===== src/rtl/uart_tx_param.sv =====
// Parametrised UART transmitter with a transmit FIFO. Frames leave back-to-back;
// data width, parity mode and stop-bit count are fixed at elaboration.
module uart_tx_param #(
    parameter int CLK_FREQ   = 50000000,
    parameter int BAUD_RATE  = 9600,
    parameter int DATA_BITS  = 8,
    parameter int PARITY     = 0,
    parameter int STOP_BITS  = 1,
    parameter int FIFO_DEPTH = 4
) (
    input  logic                          clk,
    input  logic                          rst,
    input  logic                          tx_start,
    input  logic [DATA_BITS-1:0]          tx_data,
    output logic                          tx_ready,
    output logic                          tx_overflow,
    output logic [$clog2(FIFO_DEPTH):0]   fifo_count,
    output logic                          tx,
    output logic                          tx_busy
);

    localparam int CLKS_PER_BIT = CLK_FREQ / BAUD_RATE;
    localparam int BW = $clog2(CLKS_PER_BIT);
    localparam int AW = $clog2(FIFO_DEPTH);
    localparam int CW = AW + 1;
    localparam logic [BW-1:0] BAUD_LAST  = BW'(CLKS_PER_BIT - 1);
    localparam logic [BW-1:0] BAUD_ONE   = BW'(1'b1);
    localparam logic [CW-1:0] FULL_COUNT = CW'(FIFO_DEPTH);
    localparam logic [CW-1:0] CNT_ONE    = CW'(1'b1);
    localparam logic [AW-1:0] PTR_ONE    = AW'(1'b1);
    localparam logic [3:0]    DATA_LAST  = 4'(DATA_BITS - 1);
    localparam logic [3:0]    STOP_LAST  = 4'(STOP_BITS - 1);

    typedef enum logic [2:0] {
        S_IDLE   = 3'd0,
        S_START  = 3'd1,
        S_DATA   = 3'd2,
        S_PARITY = 3'd3,
        S_STOP   = 3'd4
    } state_t;

    // Odd mode inverts so the total count of ones, parity bit included, is odd.
    function automatic logic parity_bit(input logic [DATA_BITS-1:0] d);
        if (PARITY == 2) begin
            parity_bit = ^d;
        end else begin
            parity_bit = ~^d;
        end
    endfunction

    state_t                 state_r, state_nxt_s;
    logic [DATA_BITS-1:0]   shift_r, shift_nxt_s;
    logic                   par_r, par_nxt_s;
    logic [3:0]             bit_r, bit_nxt_s;
    logic [BW-1:0]          baud_r, baud_nxt_s;
    logic                   tx_r, tx_nxt_s;
    logic                   busy_r, ready_r, ovf_r;
    logic [DATA_BITS-1:0]   mem_r [FIFO_DEPTH];
    logic [AW-1:0]          wr_ptr_r, rd_ptr_r;
    logic [CW-1:0]          count_r, count_nxt_s;
    logic                   push_s, pop_s, wr_en_s, rd_en_s, fifo_empty_s, baud_done_s;
    logic [DATA_BITS-1:0]   head_s;

    assign fifo_empty_s = (count_r == {CW{1'b0}});
    assign push_s       = tx_start & ready_r;
    // An empty FIFO hands a same-edge push straight to the shifter.
    assign head_s       = fifo_empty_s ? tx_data : mem_r[rd_ptr_r];
    assign baud_done_s  = (baud_r == BAUD_LAST);

    // Frame sequencer: next state, shifter, bit/baud counters and next line level.
    always_comb begin
        state_nxt_s = state_r;
        shift_nxt_s = shift_r;
        par_nxt_s   = par_r;
        bit_nxt_s   = bit_r;
        baud_nxt_s  = {BW{1'b0}};
        pop_s       = 1'b0;
        tx_nxt_s    = 1'b1;
        case (state_r)
            S_IDLE: begin
                if (!fifo_empty_s) begin
                    pop_s       = 1'b1;
                    shift_nxt_s = head_s;
                    par_nxt_s   = parity_bit(head_s);
                    state_nxt_s = S_START;
                end else begin
                    state_nxt_s = S_IDLE;
                end
            end
            S_START: begin
                if (baud_done_s) begin
                    bit_nxt_s   = 4'd0;
                    state_nxt_s = S_DATA;
                end else begin
                    baud_nxt_s = baud_r + BAUD_ONE;
                end
            end
            S_DATA: begin
                if (baud_done_s) begin
                    shift_nxt_s = shift_r >> 1;
                    if (bit_r == DATA_LAST) begin
                        bit_nxt_s   = 4'd0;
                        state_nxt_s = (PARITY != 0) ? S_PARITY : S_STOP;
                    end else begin
                        bit_nxt_s = bit_r + 4'd1;
                    end
                end else begin
                    baud_nxt_s = baud_r + BAUD_ONE;
                end
            end
            S_PARITY: begin
                if (baud_done_s) begin
                    bit_nxt_s   = 4'd0;
                    state_nxt_s = S_STOP;
                end else begin
                    baud_nxt_s = baud_r + BAUD_ONE;
                end
            end
            S_STOP: begin
                if (baud_done_s) begin
                    bit_nxt_s = 4'd0;
                    if (bit_r != STOP_LAST) begin
                        bit_nxt_s = bit_r + 4'd1;
                    end else if (!fifo_empty_s || push_s) begin
                        pop_s       = 1'b1;
                        shift_nxt_s = head_s;
                        par_nxt_s   = parity_bit(head_s);
                        state_nxt_s = S_START;
                    end else begin
                        state_nxt_s = S_IDLE;
                    end
                end else begin
                    baud_nxt_s = baud_r + BAUD_ONE;
                end
            end
            default: begin
                state_nxt_s = S_IDLE;
            end
        endcase
        case (state_nxt_s)
            S_START:  tx_nxt_s = 1'b0;
            S_DATA:   tx_nxt_s = shift_nxt_s[0];
            S_PARITY: tx_nxt_s = par_nxt_s;
            default:  tx_nxt_s = 1'b1;
        endcase
    end

    // FIFO bookkeeping; a bypassed word never touches the storage.
    always_comb begin
        wr_en_s     = push_s & ~(pop_s & fifo_empty_s);
        rd_en_s     = pop_s & ~fifo_empty_s;
        count_nxt_s = count_r;
        case ({wr_en_s, rd_en_s})
            2'b10:   count_nxt_s = count_r + CNT_ONE;
            2'b01:   count_nxt_s = count_r - CNT_ONE;
            default: count_nxt_s = count_r;
        endcase
    end

    // FIFO storage, only addressed through the reset pointers.
    always_ff @(posedge clk) begin
        if (wr_en_s) begin
            mem_r[wr_ptr_r] <= tx_data;
        end
    end

    // State, pointers and registered outputs.
    always_ff @(posedge clk) begin
        if (rst) begin
            state_r  <= S_IDLE;
            shift_r  <= {DATA_BITS{1'b0}};
            par_r    <= 1'b0;
            bit_r    <= 4'd0;
            baud_r   <= {BW{1'b0}};
            tx_r     <= 1'b1;
            busy_r   <= 1'b0;
            ready_r  <= 1'b1;
            ovf_r    <= 1'b0;
            wr_ptr_r <= {AW{1'b0}};
            rd_ptr_r <= {AW{1'b0}};
            count_r  <= {CW{1'b0}};
        end else begin
            state_r  <= state_nxt_s;
            shift_r  <= shift_nxt_s;
            par_r    <= par_nxt_s;
            bit_r    <= bit_nxt_s;
            baud_r   <= baud_nxt_s;
            tx_r     <= tx_nxt_s;
            busy_r   <= (state_nxt_s != S_IDLE) || (count_nxt_s != {CW{1'b0}});
            ready_r  <= (count_nxt_s != FULL_COUNT);
            ovf_r    <= tx_start & ~ready_r;
            count_r  <= count_nxt_s;
            if (wr_en_s) begin
                wr_ptr_r <= wr_ptr_r + PTR_ONE;
            end
            if (rd_en_s) begin
                rd_ptr_r <= rd_ptr_r + PTR_ONE;
            end
        end
    end

    assign tx          = tx_r;
    assign tx_busy     = busy_r;
    assign tx_ready    = ready_r;
    assign tx_overflow = ovf_r;
    assign fifo_count  = count_r;

endmodule


===== config.mk =====
export PLATFORM = sky130hd
export DESIGN_NAME = uart_tx_param
export DESIGN_NICKNAME = d
export VERILOG_FILES = /design/src/rtl/uart_tx_param.sv
export SDC_FILE = /design/constraint.sdc
export NUM_CORES = 1
export LEC_CHECK = 0
export ABC_AREA = 1
export ABC_CLOCK_PERIOD_IN_PS = 4400
export CORE_MARGIN = 2
export CORE_UTILIZATION = 58
export DETAILED_ROUTE_END_ITERATION = 10
export PLACE_DENSITY_LB_ADDON = 0.05
export SYNTH_ARGS = -nofsm -noshare
export SYNTH_HDL_FRONTEND = slang
export SYNTH_SLANG_ARGS = --single-unit

===== constraint.sdc =====
create_clock -name clk -period 4.4 [get_ports clk]
set_input_delay 0.66 -clock clk [delete_from_list [all_inputs] [get_ports clk]]
set_output_delay 0.66 -clock clk [all_outputs]
set_load 0.1 [all_outputs]

==> out/metrics.yaml <==
run_status:
  outcome: "completed"
floorplanning:
  fp-row-count: 30
  die_area_mm2: 0.00746
  starting_density_of_the_core: 0.589
  pin_count: 18
  core-area_mm2: 0.00668
  die_width_um: 86.4
  die_span_in_y_um: 86.4
worst_setup_path:
  worst-r2r-setup-slack_ns: 1.31
  worst_setup_path_start_kind: "input port"
  critical_path.max_fanout: 9
  critical_path.most_common_cell: "sky130_fd_sc_hd__inv_1"
  required_ns: 4.63
  critical_path_class: "input port to flop"
  critPathTopFamily: "simple AND/OR/NAND/NOR gates"
  path_buf_inv: 4
  worstRegToRegCells: 18
  cp.arrival_ns: 3.40
  r2r-end: "tx_ready"
  max_stage_delay_ns: 0.48
  worstReg2RegStart: "fifo_count[0]"
  critPathCaptureType: "flop"
  critical_path.cell_chain: "clkdlybuf4s50_1, nand2_1, inv_1, nor2_1, nor3_4, nand2_4, o21ai_4, ha_1, inv_1, fa_1, a21oi_1, o21ai_0, xor2_1, inv_1, nor2_1, nand2_1"
  critPathSlowestCell: "sky130_fd_sc_hd__clkdlybuf4s50_1"
yosys:
  synth_cells: 493
  postSynth.topFlopCell: "sky130_fd_sc_hd__dfxtp_1"
  async_flop_share: 0
  synthDominantAreaCellType: "sky130_fd_sc_hd__edfxtp_1"
  ys_top_cells_by_area: "sky130_fd_sc_hd__edfxtp_1 (24%), sky130_fd_sc_hd__dfxtp_1 (21%), sky130_fd_sc_hd__nand2_1 (13%)"
  post_synth_most_frequent_cells: "sky130_fd_sc_hd__nand2_1 (139), sky130_fd_sc_hd__inv_1 (64), sky130_fd_sc_hd__dfxtp_1 (42), sky130_fd_sc_hd__nand3_1 (42), sky130_fd_sc_hd__nor2_1 (34)"
  ys_seq_elements: 74
  synth.most_common_cell: "sky130_fd_sc_hd__nand2_1"
  yosysSeqAreaShare: 0.458
  number_of_enable_type_register_cells_in_the_synthesized_netlist: 32
  syn_area_mm2: 0.00393
  synth_fp_nets: 513
  synth_top_area_share: 0.244
  synth_warnings: 0
  syn_avg_cell_area_um2: 7.98
  yosys.cell_types.count: 43
timing:
  tns_ns: 0
  relSlewSlack: 0.334
  tightestPinTransition_ns: 0.996
  clock.fmax_mhz: 316
  post-route-min-period_ns: 3.17
  unrepaired_setup_endpoints_after_global_routing: "no"
  timing_hold_violations_final: 0
  setup_viol: 0
  fraction_of_the_cycle_the_final_worst_path_needs: 0.720
  timing.final.max_slew_violations: 0
  fin_worst_skew_ns: 0.0107
cts:
  total_of_cells_resized_after_clock_tree_synthesis: 0
  path_clk_slew_ns: 0.08
  hold_buffers: 0
  cts_made_buffers: 9
  htree_levels: 3
  clock_tree.buffer_depth: 2
  sink_count_of_the_clock_tree: 74
  cts.repair_timing.setup_buffer_count: 0
  cts_root_buf: "sky130_fd_sc_hd__clkbuf_8"
  cts_tree: "yes"
  worst_skew_pair.late_latency_ns: 0.35
power:
  leakagePower_uw: 0.00181
  irDropWorstVdd_uv: 581
  pwr_density_cell_mw_per_mm2: 631
final_layout:
  layout-drive-gt1-share: 0.101
  finish.instance_area_mm2: 0.00432
  filler_cell_count: 597
  design.final.nets: 532
  antenna-diode-count: 0
  area_growth_syn_to_layout_pct: 9.73
global_routing:
  grt_first_pass_wirelength_um: 13700
  grt_use_total: 0.234
  grt_max_degree: 21
  grt.overflow.total: 0
  grt_pass1_vias: 3013
  grt_antenna_before_repair: 0
worst_hold_path:
  min_to: "baud_r[0]"
  timing.hold.worst.start: "baud_r[0]"
  holdPathStages: 1
  worst_hold_path_type: "flop to flop"
route:
  routedWlPerCell_um: 13.7
  antenna_violating_nets_post_route: 0
  drtIter0Drc: 142
  post_drt_via_cell_ratio: 5.31
  count_of_unresolved_drc_violations_after_routing: 0
  dr_total_vias: 3171
  wl_um: 8190
  first_pass_iters: 4
place:
  place_area_mm2: 0.00412
  io_buffer_count: 17
  place_hpwl_um: 6010
  gp_congestion: 0.890
flow_run:
  cap_violations: 0
how the worst max path moves through the flow:
stage                  start        to  slack, ns  cells after the start
6_report            tx_start  tx_ready       1.23                     16
5_1_grt             tx_start  tx_ready       0.97                     16
4_1_cts             tx_start  tx_ready       1.25                     16
3_5_place_dp        tx_start  tx_ready       0.89                     16
3_3_place_gp        tx_start   tx_busy       0.96                     15
2_1_floorplan  fifo_count[0]   tx_busy       1.12                     15
placed cells by master (no fill, tap or decap), types with 4 or more instances in the layout:
cell type | Yosys | routed
sky130_fd_sc_hd__a21oi_1 | 28 | 28
sky130_fd_sc_hd__clkbuf_8 | 0 | 9
sky130_fd_sc_hd__clkdlybuf4s50_1 | 0 | 17
sky130_fd_sc_hd__dfxtp_1 | 42 | 42
sky130_fd_sc_hd__edfxtp_1 | 32 | 32
sky130_fd_sc_hd__ha_1 | 8 | 8
sky130_fd_sc_hd__inv_1 | 64 | 64
sky130_fd_sc_hd__inv_2 | 8 | 8
sky130_fd_sc_hd__nand2_1 | 139 | 139
sky130_fd_sc_hd__nand2_2 | 7 | 7
sky130_fd_sc_hd__nand3_1 | 42 | 42
sky130_fd_sc_hd__nand4_1 | 4 | 4
sky130_fd_sc_hd__nor2_1 | 34 | 34
sky130_fd_sc_hd__nor3_1 | 5 | 5
sky130_fd_sc_hd__o21ai_0 | 11 | 11
sky130_fd_sc_hd__o21ai_1 | 11 | 11
sky130_fd_sc_hd__o221ai_1 | 5 | 5
sky130_fd_sc_hd__or2_2 | 4 | 4
sky130_fd_sc_hd__xor2_1 | 5 | 5
layout make-up:
type	count	area (µm²)	share of cell area
multi-input cells	336	1770	0.409
inverters	73	279	0.0646
well taps	80	100	0.0232
clock inverters	7	68.8	0.0159
flip-flops and latches	74	1800	0.417
repair buffers	18	178	0.0412
clock buffers	9	124	0.0287
registers in the layout, summed over array words and instances, names as in the netlist, named ones only:
| signal | flops |
|---|---|
| wr_ptr_r | 2 |
| baud_r | 13 |
| fifo_count | 3 |
| state_r | 3 |
| rd_ptr_r | 2 |
| tx_busy | 1 |
| tx | 1 |
| tx_ready | 1 |
| tx_overflow | 1 |
| par_r | 1 |
| shift_r | 8 |
| bit_r | 4 |
| mem_r | 32 |
worst register-to-register path, delay by kind of cell, from the launching register on:
family                     cells  cell delay [ns]
xor gates and xnor gates       1             0.16
buffers and inverters          7             0.93
AOI/OAI and AO/OA              2             0.26
adders and majority gates      2             0.55
DFF                            1             0.38
and+or+nand+nor                6             0.71
logic make-up (layout without fill, tap and decap cells):
family / count (synthesis) / after routing / share of synthesized area
flip-flops: 74 / 74 / 0.458
adder cells (fa/ha/maj): 9 / 9 / 0.0305
AND/OR/NAND/NOR: 254 / 254 / 0.304
AO/OA/AOI/OAI: 66 / 66 / 0.0983
XOR/XNOR: 7 / 7 / 0.0156
buffers and inverters: 83 / 107 / 0.0932
per-layer routing:
metal | track usage | share of wire | wire length (µm)
met1 | 0.315 | 0.48 | 3900
met2 | 0.380 | 0.46 | 3770
met4 | 0.0852 | 0.019 | 153
met3 | 0.0410 | 0.046 | 373
met5 | 0 | 0 | 0
where the power goes:
part	total, µW	internal, µW	switching (µW)
sequential	896	819	76.4
combinational	1300	395	910
clock	523	261	263
through the flow:
step / hold WS [ns] / power [µW] / util / cells / worst slack [ns]
6_report: 0.473 / 2720 / 0.646 / 597 / 1.23
5_1_grt: 0.506 / 2940 / 0.646 / 597 / 0.975
4_1_cts: 0.480 / 2730 / 0.646 / 597 / 1.25
3_5_place_dp: 0.460 / 2210 / 0.617 / 581 / 0.886
3_3_place_gp: 0.443 / 2180 / 0.617 / 581 / 0.962
2_1_floorplan: 0.430 / 2000 / - / 493 / 1.12
(Power assumes the default switching activity.)
